### src/rtl/mem_ctrl_pkg.sv
// Shared types, constants and address helpers for the serial-memory access controller.
package mem_ctrl_pkg;

    typedef enum logic {
        IDLE = 1'b0,
        BUSY = 1'b1
    } state_t;

    localparam int NUM_PORTS = 2;

    function automatic int calc_phase_bits(input int serial_bits);
        int bits;
        bits = 0;
        for (int i = 0; i < 31; i++) begin
            if ((1 << i) < serial_bits) bits = i + 1;
        end
        return bits;
    endfunction

    // Flat address = {row, slot}; callers size-cast the result to their field width.
    function automatic logic [31:0] addr_row(input logic [31:0] flat, input int phase_bits);
        return flat >> phase_bits;
    endfunction

    function automatic logic [31:0] addr_slot(input logic [31:0] flat, input int phase_bits);
        return flat & ((32'd1 << phase_bits) - 32'd1);
    endfunction

endpackage

### src/rtl/rr_arbiter_2.sv
// Two-requester round-robin pick: a lone requester wins, a tie goes away from last_grant.
module rr_arbiter_2 (
    input  logic [1:0] valid,
    input  logic       last_grant,
    output logic       grant,
    output logic       any_valid
);

    always_comb begin
        any_valid = |valid;
        grant     = 1'b0;
        case (valid)
            2'b01:   grant = 1'b0;
            2'b10:   grant = 1'b1;
            2'b11:   grant = ~last_grant;
            default: grant = 1'b0;
        endcase
    end

endmodule

### src/rtl/mem_access_ctrl.sv
// Access sequencer for a recirculating shift-register memory: arbitrates two ports,
// parks each request until its slot passes the memory output, and returns the old word.
//
//   state | meaning
//   ------+-------------------------------------------------------------
//   IDLE  | no operation held; arbitrate and accept one request
//   BUSY  | operation held; execute in the first later cycle phase==slot
module mem_access_ctrl
    import mem_ctrl_pkg::*;
#(
    parameter  int ADDR_BITS   = 4,
    parameter  int DATA_BITS   = 8,
    parameter  int SERIAL_BITS = 4,
    localparam int PHASE_BITS  = calc_phase_bits(SERIAL_BITS),
    localparam int FLAT_BITS   = ADDR_BITS + PHASE_BITS
) (
    input  logic                           clk,
    input  logic                           reset,
    input  logic [NUM_PORTS-1:0]           req_valid,
    output logic [NUM_PORTS-1:0]           req_ready,
    input  logic [NUM_PORTS-1:0]           req_we,
    input  logic [NUM_PORTS*FLAT_BITS-1:0] req_addr,
    input  logic [NUM_PORTS*DATA_BITS-1:0] req_wdata,
    output logic [NUM_PORTS-1:0]           resp_valid,
    output logic [DATA_BITS-1:0]           resp_rdata,
    output logic                           mem_we,
    output logic [ADDR_BITS-1:0]           mem_addr,
    output logic [DATA_BITS-1:0]           mem_wdata,
    input  logic [DATA_BITS-1:0]           mem_rdata,
    output logic [PHASE_BITS-1:0]          phase
);

    state_t                state;
    logic                  last_grant;
    logic                  grant;
    logic                  any_valid;
    logic                  accept;
    logic                  exec;

    logic [FLAT_BITS-1:0]  sel_addr;
    logic [DATA_BITS-1:0]  sel_wdata;
    logic                  sel_we;

    logic                  op_we;
    logic                  op_owner;
    logic [ADDR_BITS-1:0]  op_row;
    logic [PHASE_BITS-1:0] op_slot;
    logic [DATA_BITS-1:0]  op_wdata;

    rr_arbiter_2 u_arb (
        .valid      (req_valid),
        .last_grant (last_grant),
        .grant      (grant),
        .any_valid  (any_valid)
    );

    assign sel_addr  = grant ? req_addr[FLAT_BITS +: FLAT_BITS] : req_addr[0 +: FLAT_BITS];
    assign sel_wdata = grant ? req_wdata[DATA_BITS +: DATA_BITS] : req_wdata[0 +: DATA_BITS];
    assign sel_we    = req_we[grant];

    // Ready is gated by reset so nothing looks accepted while the block is held.
    always_comb begin
        req_ready = '0;
        if (state == IDLE && !reset && any_valid) req_ready[grant] = 1'b1;
    end

    assign accept = |req_ready;
    assign exec   = (state == BUSY) && (phase == op_slot);

    // The memory bus must be live in the very cycle the slot is at the output,
    // so it is decoded from the held operation rather than registered.
    always_comb begin
        mem_we    = 1'b0;
        mem_addr  = '0;
        mem_wdata = '0;
        if (exec) begin
            mem_we    = op_we;
            mem_addr  = op_row;
            mem_wdata = op_we ? op_wdata : '0;
        end
    end

    always_ff @(posedge clk or posedge reset) begin
        if (reset) begin
            phase      <= '0;
            state      <= IDLE;
            last_grant <= 1'b1;
            op_we      <= 1'b0;
            op_owner   <= 1'b0;
            op_row     <= '0;
            op_slot    <= '0;
            op_wdata   <= '0;
            resp_valid <= '0;
            resp_rdata <= '0;
        end else begin
            phase      <= phase + 1'b1;
            resp_valid <= '0;
            case (state)
                IDLE: begin
                    if (accept) begin
                        op_we      <= sel_we;
                        op_owner   <= grant;
                        op_row     <= ADDR_BITS'(addr_row(32'(sel_addr), PHASE_BITS));
                        op_slot    <= PHASE_BITS'(addr_slot(32'(sel_addr), PHASE_BITS));
                        op_wdata   <= sel_wdata;
                        last_grant <= grant;
                        state      <= BUSY;
                    end
                end
                BUSY: begin
                    if (exec) begin
                        resp_valid[op_owner] <= 1'b1;
                        resp_rdata           <= mem_rdata;
                        state                <= IDLE;
                    end
                end
                default: state <= IDLE;
            endcase
        end
    end

endmodule
### config.mk
export PLATFORM = sky130hd
export DESIGN_NAME = mem_access_ctrl
export DESIGN_NICKNAME = d
export VERILOG_FILES = /design/src/rtl/mem_ctrl_pkg.sv /design/src/rtl/rr_arbiter_2.sv /design/src/rtl/mem_access_ctrl.sv
export SDC_FILE = /design/constraint.sdc
export NUM_CORES = 1
export LEC_CHECK = 0
export CAP_MARGIN = 20
export CORE_UTILIZATION = 43
export CTS_CLUSTER_DIAMETER = 80
export DETAILED_ROUTE_END_ITERATION = 10
export HOLD_SLACK_MARGIN = 0.08
export PLACE_DENSITY = 0.95
export SYNTH_ARGS = -nofsm -noshare
export SYNTH_HDL_FRONTEND = slang
export SYNTH_HIERARCHICAL = 1
export SYNTH_SLANG_ARGS = --single-unit
export TNS_END_PERCENT = 30
### constraint.sdc
create_clock -name clk -period 3.6 [get_ports clk]
set_input_delay 0.36 -clock clk [delete_from_list [all_inputs] [get_ports clk]]
set_output_delay 0.36 -clock clk [all_outputs]
set_load 0.01 [all_outputs]
Yosys cells after proc, flatten, opt, wreduce, memory -nomap -nowiden

Index checks and enable logic that the tools add are counted.

Register bits: 30
Bits of input ports: 42
Word-level logic and storage cells: 49
Output and inout port bits: 27

Add/subtract/negate cells: 1
Equal/unequal tests: 3
Bitwise operators: 2
Mux-type cells: 19
Reductions and logical operators: 10
Magnitude comparators: 4

Operators with widths:

| cell                                                                          | count |
|---|---|
| 8-bit 2-to-1 mux                                                              | 3 |
| 1-bit 2-to-1 mux                                                              | 7 |
| 2-bit 2-to-1 mux                                                              | 3 |
| 6-bit 2-to-1 mux                                                              | 1 |
| 1-bit logical AND                                                             | 5 |
| 2-bit equality test (second input constant)                                   | 2 |
| 1-bit by 2-bit less-than comparator with 1-bit output (second input constant) | 2 |
| 4-bit 2-to-1 mux                                                              | 1 |
| 1-bit case mux with 2 select lines                                            | 2 |
| 2-bit AND reduction                                                           | 2 |
| 2-bit OR reduction                                                            | 2 |
| 2-bit by 1-bit adder with 2-bit output (second input constant)                | 1 |
| 1-bit demux with 1-bit select                                                 | 2 |
| 2-bit equality test                                                           | 1 |
| 1-bit >= comparator (second input constant)                                   | 2 |
| 1-bit NOT                                                                     | 2 |
| 1-bit logical NOT                                                             | 1 |

Depth between registers and ports, before layout

Gate-level depths: netlist of run 1.

Depth in word-level cells: 10
Mapped depth: 5
Depth with buffers taken out: 4

Cells and area by module

The synthesis of run 1 kept the hierarchy.

By module, submodules not included:

| module          | times used | cells each | area each (um^2) | sequential area each (um^2) |
|---|---|---|---|---|
| mem_access_ctrl | 1          | 119        | 1393.8           | 752.0 |
| rr_arbiter_2    | 1          | 2          | 13.8             | 0.0 |

Worst setup path before layout of run 1

No wires, ideal clock.

Path type: input to output
Start: in reset
End: out req_ready[0]
Arrival: 1.461 ns
Cell stages on the path: 3
Required time: 3.240 ns
Slack: 1.779 ns
Buffers on the path: 0
Path through: inv_1 nand3_1 nor2_1

Word-level cells in the longest chain between the ends: 4

Ends and longest elaborated chain:

| element                            | line                  | source |
|---|---|---|
| start: declaration                 | mem_access_ctrl.sv:18 | `input logic reset,` |
| 1-bit logical NOT (no source line) | --                    |  |
| 1-bit logical AND (2 in series)    | mem_access_ctrl.sv:64 | `if (state == IDLE && !reset && any_valid) req_ready[grant] = 1'b1;` |
| 2-bit 2-to-1 mux                   | mem_access_ctrl.sv:64 |  |
| end: declaration                   | mem_access_ctrl.sv:20 | `output logic [NUM_PORTS-1:0] req_ready,` |

Every way passes these cells.

Final worst setup path of run 1

Start: reg phase[0]
End: out mem_wdata[3]

Word-level cells in the longest chain between the ends: 3

Ends and longest elaborated chain:

| element                  | line                  | source |
|---|---|---|
| start: declaration       | mem_access_ctrl.sv:30 | `output logic [PHASE_BITS-1:0] phase` |
| start signal: assignment | mem_access_ctrl.sv:96 | `phase <= phase + 1'b1;` |
| 2-bit equality test      | mem_access_ctrl.sv:68 | `assign exec = (state == BUSY) && (phase == op_slot);` |
| 1-bit logical AND        | mem_access_ctrl.sv:68 |  |
| 8-bit 2-to-1 mux         | mem_access_ctrl.sv:76 | `if (exec) begin` |
| end: declaration         | mem_access_ctrl.sv:28 | `output logic [DATA_BITS-1:0] mem_wdata,` |

Every way passes these cells.

==> results of run 1 <==
[logic make-up after synthesis]
family,Yosys count,synth area share
simple gates,36,0.147
xor+xnor,3,0.0240
buf+inv,10,0.0382
mux,23,0.184
compound gates,19,0.0729
flops,30,0.534
[cell usage after synthesis, types with 2 or more instances]
| master | number | area (sq um) |
|---|---|---|
| a21oi_1 | 15 | 75.1 |
| mux2_2 | 3 | 33.8 |
| nor2_1 | 16 | 60.1 |
| and3_2 | 3 | 22.5 |
| buf_2 | 3 | 15.0 |
| mux2i_1 | 15 | 150 |
| a21o_1 | 2 | 15.0 |
| dfrtp_1 | 29 | 726 |
| and3_1 | 5 | 31.3 |
| xor2_1 | 2 | 17.5 |
| and2_2 | 6 | 45.0 |
| inv_1 | 3 | 11.3 |
| mux2_4 | 5 | 75.1 |
[tightest hold or removal path, stage by stage]
cell	delay, ns
clkdlybuf4s50_1	0.44
inv_1	0.06
buf_4	0.34
[per-stage QoR]
stage               hold slack [ns]  setup slack [ns]
finish                        0.460             0.708
global route                  0.498             0.554
CTS                           0.464             0.658
detailed placement            0.469              1.02
global placement              0.473              1.10
floorplan                     0.427              1.78
[worst paths after layout]
kind / end / slack [ns] / from / depth (start not counted)
min in group clk: resp_valid[0]$_DFF_PP0_ / 0.50 / op_owner$_DFFE_PP0P_ / 1
max in group asynchronous: last_grant$_DFFE_PP1P_ / 2.83 / reset / 3
worst max-delay path: mem_wdata[3] / 0.71 / phase[0]$_DFF_PP0_ / 4
worst min-delay path: op_slot[1]$_DFFE_PP0P_ / 0.46 / reset / 3
worst min register to register: resp_valid[0]$_DFF_PP0_ / 0.50 / op_owner$_DFFE_PP0P_ / 1
worst max register to register: resp_rdata[0]$_DFFE_PP0P_ / 1.69 / phase[0]$_DFF_PP0_ / 3
[sequential cells by signal, summed over array words and instances, names as in the netlist]
signal      count
last_grant      1
op_owner        1
op_row          4
op_slot         2
op_wdata        8
op_we           1
phase           2
resp_rdata      8
resp_valid      2
state           1
[per-layer routing]
metal	up-vias	track usage	wire, microns
met2	46	0.413	1880
met4	0	0.136	95
li1	559	-	-
met5	-	0	0
met1	555	0.229	1290
met3	6	0.0393	161
[placed cells by master, fill, tap and decap left out, drive strengths merged]
master,count
clkdlybuf4s50,68
a21o,2
a21oi,15
nor3b,1
dfstp,1
mux2,8
or2,1
and2,7
xor2,3
and3,8
clkinv,1
buf,3
clkbuf,7
inv,3
o21ai,1
nand3,1
nor2,16
mux2i,15
nor3,1
dfrtp,29
nor4,1
a21boi,1
[where the power goes]
| group | leakage [nW] | switching (mW) | internal [mW] |
|---|---|---|---|
| Sequential | 0.345 | 0.0927 | 0.489 |
| Combinational | 0.587 | 0.272 | 0.382 |
| Clock | 0.0353 | 0.111 | 0.0945 |
[layout make-up]
cell class                 count  share of cell area
clock buffer                   7              0.0251
clock inverter                 1             0.00228
inverter                       3             0.00514
multi-input combinational     81               0.279
sequential                    30               0.343
tap                           44              0.0251
timing repair buffer          71               0.321
==> flow_summary_export.csv, run 1 <==
group,metric,value,unit
clock_tree,clock_tree_from_tritoncts,"built",
drt,routed-via-count,1166,
setup_path,timing_worst_setup_path_type,"flip-flop to primary output",
die,initial_utilization,0.457,
sta,slew_headroom,0.424,
yosys,syn-num-nets,163,
die,floorplan.die_area,3510,sq um
drt,route.detailed.wl_per_inst,14.4,microns
sta,fmaxAchievable,346,MHz
yosys,syn-cell-area,1410,sq um
sta,min_period,2.89,ns
clock_tree,clk_pin_slew_worst_paths,0.09,ns
pwr,p_leak,0.967,nW
layout,n_antenna_cell,0,
setup_path,worst_path_max_delay_cell,"nor3_4",
clock_tree,htreeDepth,2,
sta,number_of_slew_limit_violations_in_the_final_report,0,
sta,total_count_of_hold_check_failures_in_the_final_report,0,
pwr,vdd.ir_drop.worst,0.315,mV
sta,rsz0062_at_grt,"false",
global_route,total_grt_overflow,0,
setup_path,start_kind,"flip-flop",
clock_tree,cts.repair.resized,0,
run_status,status,"finished clean",
yosys,ys_warn_count,6,
pwr,cellPowerDensity,658,nW/um^2
die,floorplan.die.width,59.2,microns
setup_path,cp_slowest_stage_delay,0.72,ns
global_route,largest_net_degree_at_the_start_of_global_routing,32,
die,fp-row-count,20,
layout,postLayoutCoreUtil,0.712,
die,core_area,3080,sq um
clock_tree,cts-root-to-sink-buffers,2,
clock_tree,cts.sinks,30,
global_route,antenna_found_initial,0,
layout,num-fill-cells,233,
clock_tree,hold_fix_buffers_at_cts,0,
sta,finalCritPeriodShare,0.803,
layout,layout.cell_area.non_filler,2190,sq um
yosys,library_cells_used_by_synthesis,27,
setup_path,crit_path_buffers_inverters,1,
layout,drive_gt1_frac,0.166,
die,num_io_pins,69,
sta,setup_violations,0,
placement,finalWeightedCongestion,0.806,
yosys,synth-seq-cells,30,
pwr,fin_total_pwr,1.44,mW
clock_tree,clockRootBuffer,"clkbuf_4",
yosys,synthArstFlopShare,1.00,
drt,detail_route.drc_violations,0,
clock_tree,clock_latency,0.32,ns
drt,antenna_violation_net_count_after_detailed_routing,0,
setup_path,end_kind,"primary output",
layout,num-nets-final,234,
sta,tightest_slew,0.861,ns
layout,post_layout_nonfiller_instances,237,
setup_path,cp_top_family,"simple AND/OR/NAND/NOR gates",
drt,detailedRoute.firstPassIterationCount,4,
setup_path,timing.critical_path.cells,"xor2_2, nor3_4, and3_2, clkdlybuf4s50_1",
yosys,synth_edf_count,0,
clock_tree,cts_setup_buffers,0,
global_route,grt_util_all_layers,0.222,
drt,postRouteWirelength,3.42,mm
yosys,postSynthCellCount,121,
clock_tree,cts_buf_count,5,
sta,final.setup_skew,0.00983,ns
die,fp.dieH,59.2,microns
setup_path,critPathRequiredTime,3.24,ns
drt,avgViaCountPerCell,4.92,
placement,hpwlAfterDp,2.66,mm
layout,areaGrowthSynthToFinish,55.7,%
global_route,grt_pass1_vias,1243,
setup_path,critical_path.max_fanout,23,
drt,drt_first_iter_violations,34,
placement,place_area,2130,sq um
placement,buffer_ports.inserted,68,
yosys,synth_sequential_area_ratio,0.534,
layout,seqCellArea,752,sq um
sta,setup_tns,0,ns
yosys,syn_avg_cell_area,11.6,sq um
placement,numPlacedInstances,229,
global_route,global_route_wire_length_before_repair,5.57,mm
layout,multi_input_gate_area_in_the_final_layout,611,sq um
worst_hold_path,worst_hold_path_type,"input port to asynchronous set/reset pin",
setup_path,cp.arrival,2.53,ns
yosys,synth_top_flop_cell,"dfrtp_1",
flow_run,timing.max_cap.violations,0,
No activity file was read; power rests on OpenSTA's default activity.
==> run 2: changes to the inputs <==
Settings changed: CORE_UTILIZATION 43 to 40, PLACE_DENSITY 0.95 to 0.89.
Clock period 3.6 ns to 2.85 ns, I/O delays scaled along.
==> flow_summary_export.csv, run 2 (synthesis results as in run 1) <==
group,metric,value,unit
sta,number_of_slew_limit_violations_in_the_final_report,0,
setup_path,ff2ff_setup_slack,0.93,ns
global_route,total_grt_overflow,0,
setup_path,critical_path.max_fanout,19,
clock_tree,clock_tree_from_tritoncts,"built",
setup_path,critPathRequiredTime,2.57,ns
layout,n_antenna_cell,0,
sta,slew_headroom,0.553,
sta,finalCritPeriodShare,0.925,
sta,hold-worst-slack,0.436,ns
sta,final.setup_skew,0.00621,ns
pwr,netSwitchingFraction,0.319,
drt,drt_first_iter_violations,25,
flow_run,timing.max_cap.violations,0,
pwr,seqPwrFrac,0.392,
die,num_io_pins,69,
setup_path,worst_path_max_delay_cell,"nor3_4",
clock_tree,cts.repair.resized,0,
sta,setup_violations,0,
clock_tree,hold_fix_buffers_at_cts,0,
pwr,combPwrFrac,0.446,
clock_tree,cts_buf_count,5,
setup_path,crit_path_buffers_inverters,1,
sta,min_period,2.64,ns
pwr,netSwitchingPower,0.598,mW
setup_path,cp_slowest_stage_delay,0.58,ns
sta,tightest_slew,0.668,ns
clock_tree,clk_pin_slew_worst_paths,0.09,ns
setup_path,cp.arrival,2.35,ns
layout,num-nets-final,236,
placement,buffer_ports.inserted,68,
layout,drive_gt1_frac,0.179,
placement,hpwlAfterDp,2.58,mm
pwr,p_leak,0.986,nW
layout,postLayoutCoreUtil,0.663,
placement,finalWeightedCongestion,0.752,
drt,antenna_violation_net_count_after_detailed_routing,0,
clock_tree,cts.sinks,30,
global_route,grt_util_all_layers,0.188,
setup_path,start_kind,"flip-flop",
setup_path,ff2ff_path_depth,4,
setup_path,end_kind,"primary output",
sta,total_count_of_hold_check_failures_in_the_final_report,0,
die,core_area,3360,sq um
sta,rsz0062_at_grt,"false",
clock_tree,clockRootBuffer,"clkbuf_4",
die,floorplan.die_area,3760,sq um
die,fp.dieH,61.3,microns
setup_path,worst_r2r_startpoint,"phase[0]$_DFF_PP0_",
drt,route.detailed.wl_per_inst,13.8,microns
layout,areaGrowthSynthToFinish,58.3,%
global_route,global_route_wire_length_before_repair,5.03,mm
global_route,largest_net_degree_at_the_start_of_global_routing,31,
pwr,intPower,1.28,mW
clock_tree,htreeDepth,2,
global_route,grt_pass1_vias,1100,
layout,most_common_library_cell_in_the_layout_ignoring_fill_and_taps,"clkdlybuf4s50_1",
pwr,vdd.ir_drop.worst,0.434,mV
setup_path,timing.critical_path.cells,"xor2_2, nor3_4, and3_2, clkdlybuf4s50_1",
setup_path,timing_worst_setup_path_type,"flip-flop to primary output",
drt,postRouteWirelength,3.33,mm
drt,detail_route.drc_violations,0,
die,fp-row-count,21,
drt,detailedRoute.firstPassIterationCount,4,
sta,fmaxAchievable,379,MHz
die,floorplan.die.width,61.3,microns
global_route,antenna_found_initial,0,
sta,setup_tns,0,ns
run_status,status,"finished clean",
clock_tree,clock_latency,0.32,ns
clock_tree,cts-root-to-sink-buffers,2,
setup_path,worstSetupStartpoint,"phase[0]$_DFF_PP0_",
drt,avgViaCountPerCell,4.83,
layout,layout_top_registers,"op_wdata: 8 flops, resp_rdata: 8 flops, op_row: 4 flops",
die,initial_utilization,0.419,
drt,routed-via-count,1164,
setup_path,crit-reg2reg-capture,"resp_rdata[5]$_DFFE_PP0P_",
clock_tree,cts_setup_buffers,0,
layout,layout_common_cells,"clkdlybuf4s50_1, dfrtp_1, nor2_1",
pwr,power_frac_clock,0.162,
pwr,cellPowerDensity,842,nW/um^2
worst_hold_path,worst_hold_path_type,"input port to asynchronous set/reset pin",
setup_path,cp_top_family,"simple AND/OR/NAND/NOR gates",
run 2: cell count changes in the layout (fill, tap and decap cells not counted), sizes merged:
| cell | before | now |
|---|---|---|
| buf | 3 | 5 |
| clkinv | 1 | 0 |
| clkbuf | 7 | 8 |
run 2: final cells by class:
cell class / instances / area, sq um
Inverter: 3 / 11.3
Timing Repair Buffer: 73 / 718
Clock buffer: 8 / 78.8
Multi-Input combinational cell: 81 / 611
Fill cell: 272 / 1130
Tap cell: 46 / 57.6
Sequential cell: 30 / 752
run 2: worst max path at each step:
stage              endpoint  slack (ns)  cells after the start
3_5_place_dp   mem_wdata[4]        0.57                      4
2_1_floorplan  req_ready[0]        1.18                      3
4_1_cts        mem_wdata[4]        0.21                      4
5_1_grt        mem_wdata[4]        0.09                      4
3_3_place_gp   mem_wdata[5]        0.63                      4
6_report       mem_wdata[4]        0.21                      4
run 2: power groups by stage:
stage	Combinational (mW)	Clock, mW	Sequential, mW
global placement	0.813	0	0.727
CTS	0.846	0.309	0.735
finish	0.836	0.304	0.735
detailed placement	0.839	0	0.744
global route	0.908	0.329	0.759
floorplan	0.453	0	0.739
run 2: worst min-delay path, cell delays in order:
cell             delay [ns]
clkdlybuf4s50_1        0.45
inv_1                  0.09
buf_4                  0.34
run 2: metrics by stage:
stage               instances  power [mW]  setup WS [ns]  instance area, sq um
finish                    241        1.88          0.213                  2230
global route              241        2.00         0.0932                  2230
CTS                       241        1.89          0.208                  2230
detailed placement        233        1.58          0.566                  2150
global placement          233        1.54          0.630                  2150
floorplan                 121        1.19           1.18                  1410
run 2: per-layer routing:
layer / vias up / part of all wire / GRT usage
met5: - / 0 / 0
met4: 0 / 0.0042 / 0.0584
met3: 2 / 0.057 / 0.0609
met2: 41 / 0.52 / 0.312
met1: 556 / 0.42 / 0.234
li1: 565 / - / -
==> run 3: changes to the inputs <==
Settings changed: CORE_MARGIN set to 1.
==> results of run 3 <==
Same layout as run 2: the final DEF is identical, and so are final timing and power.
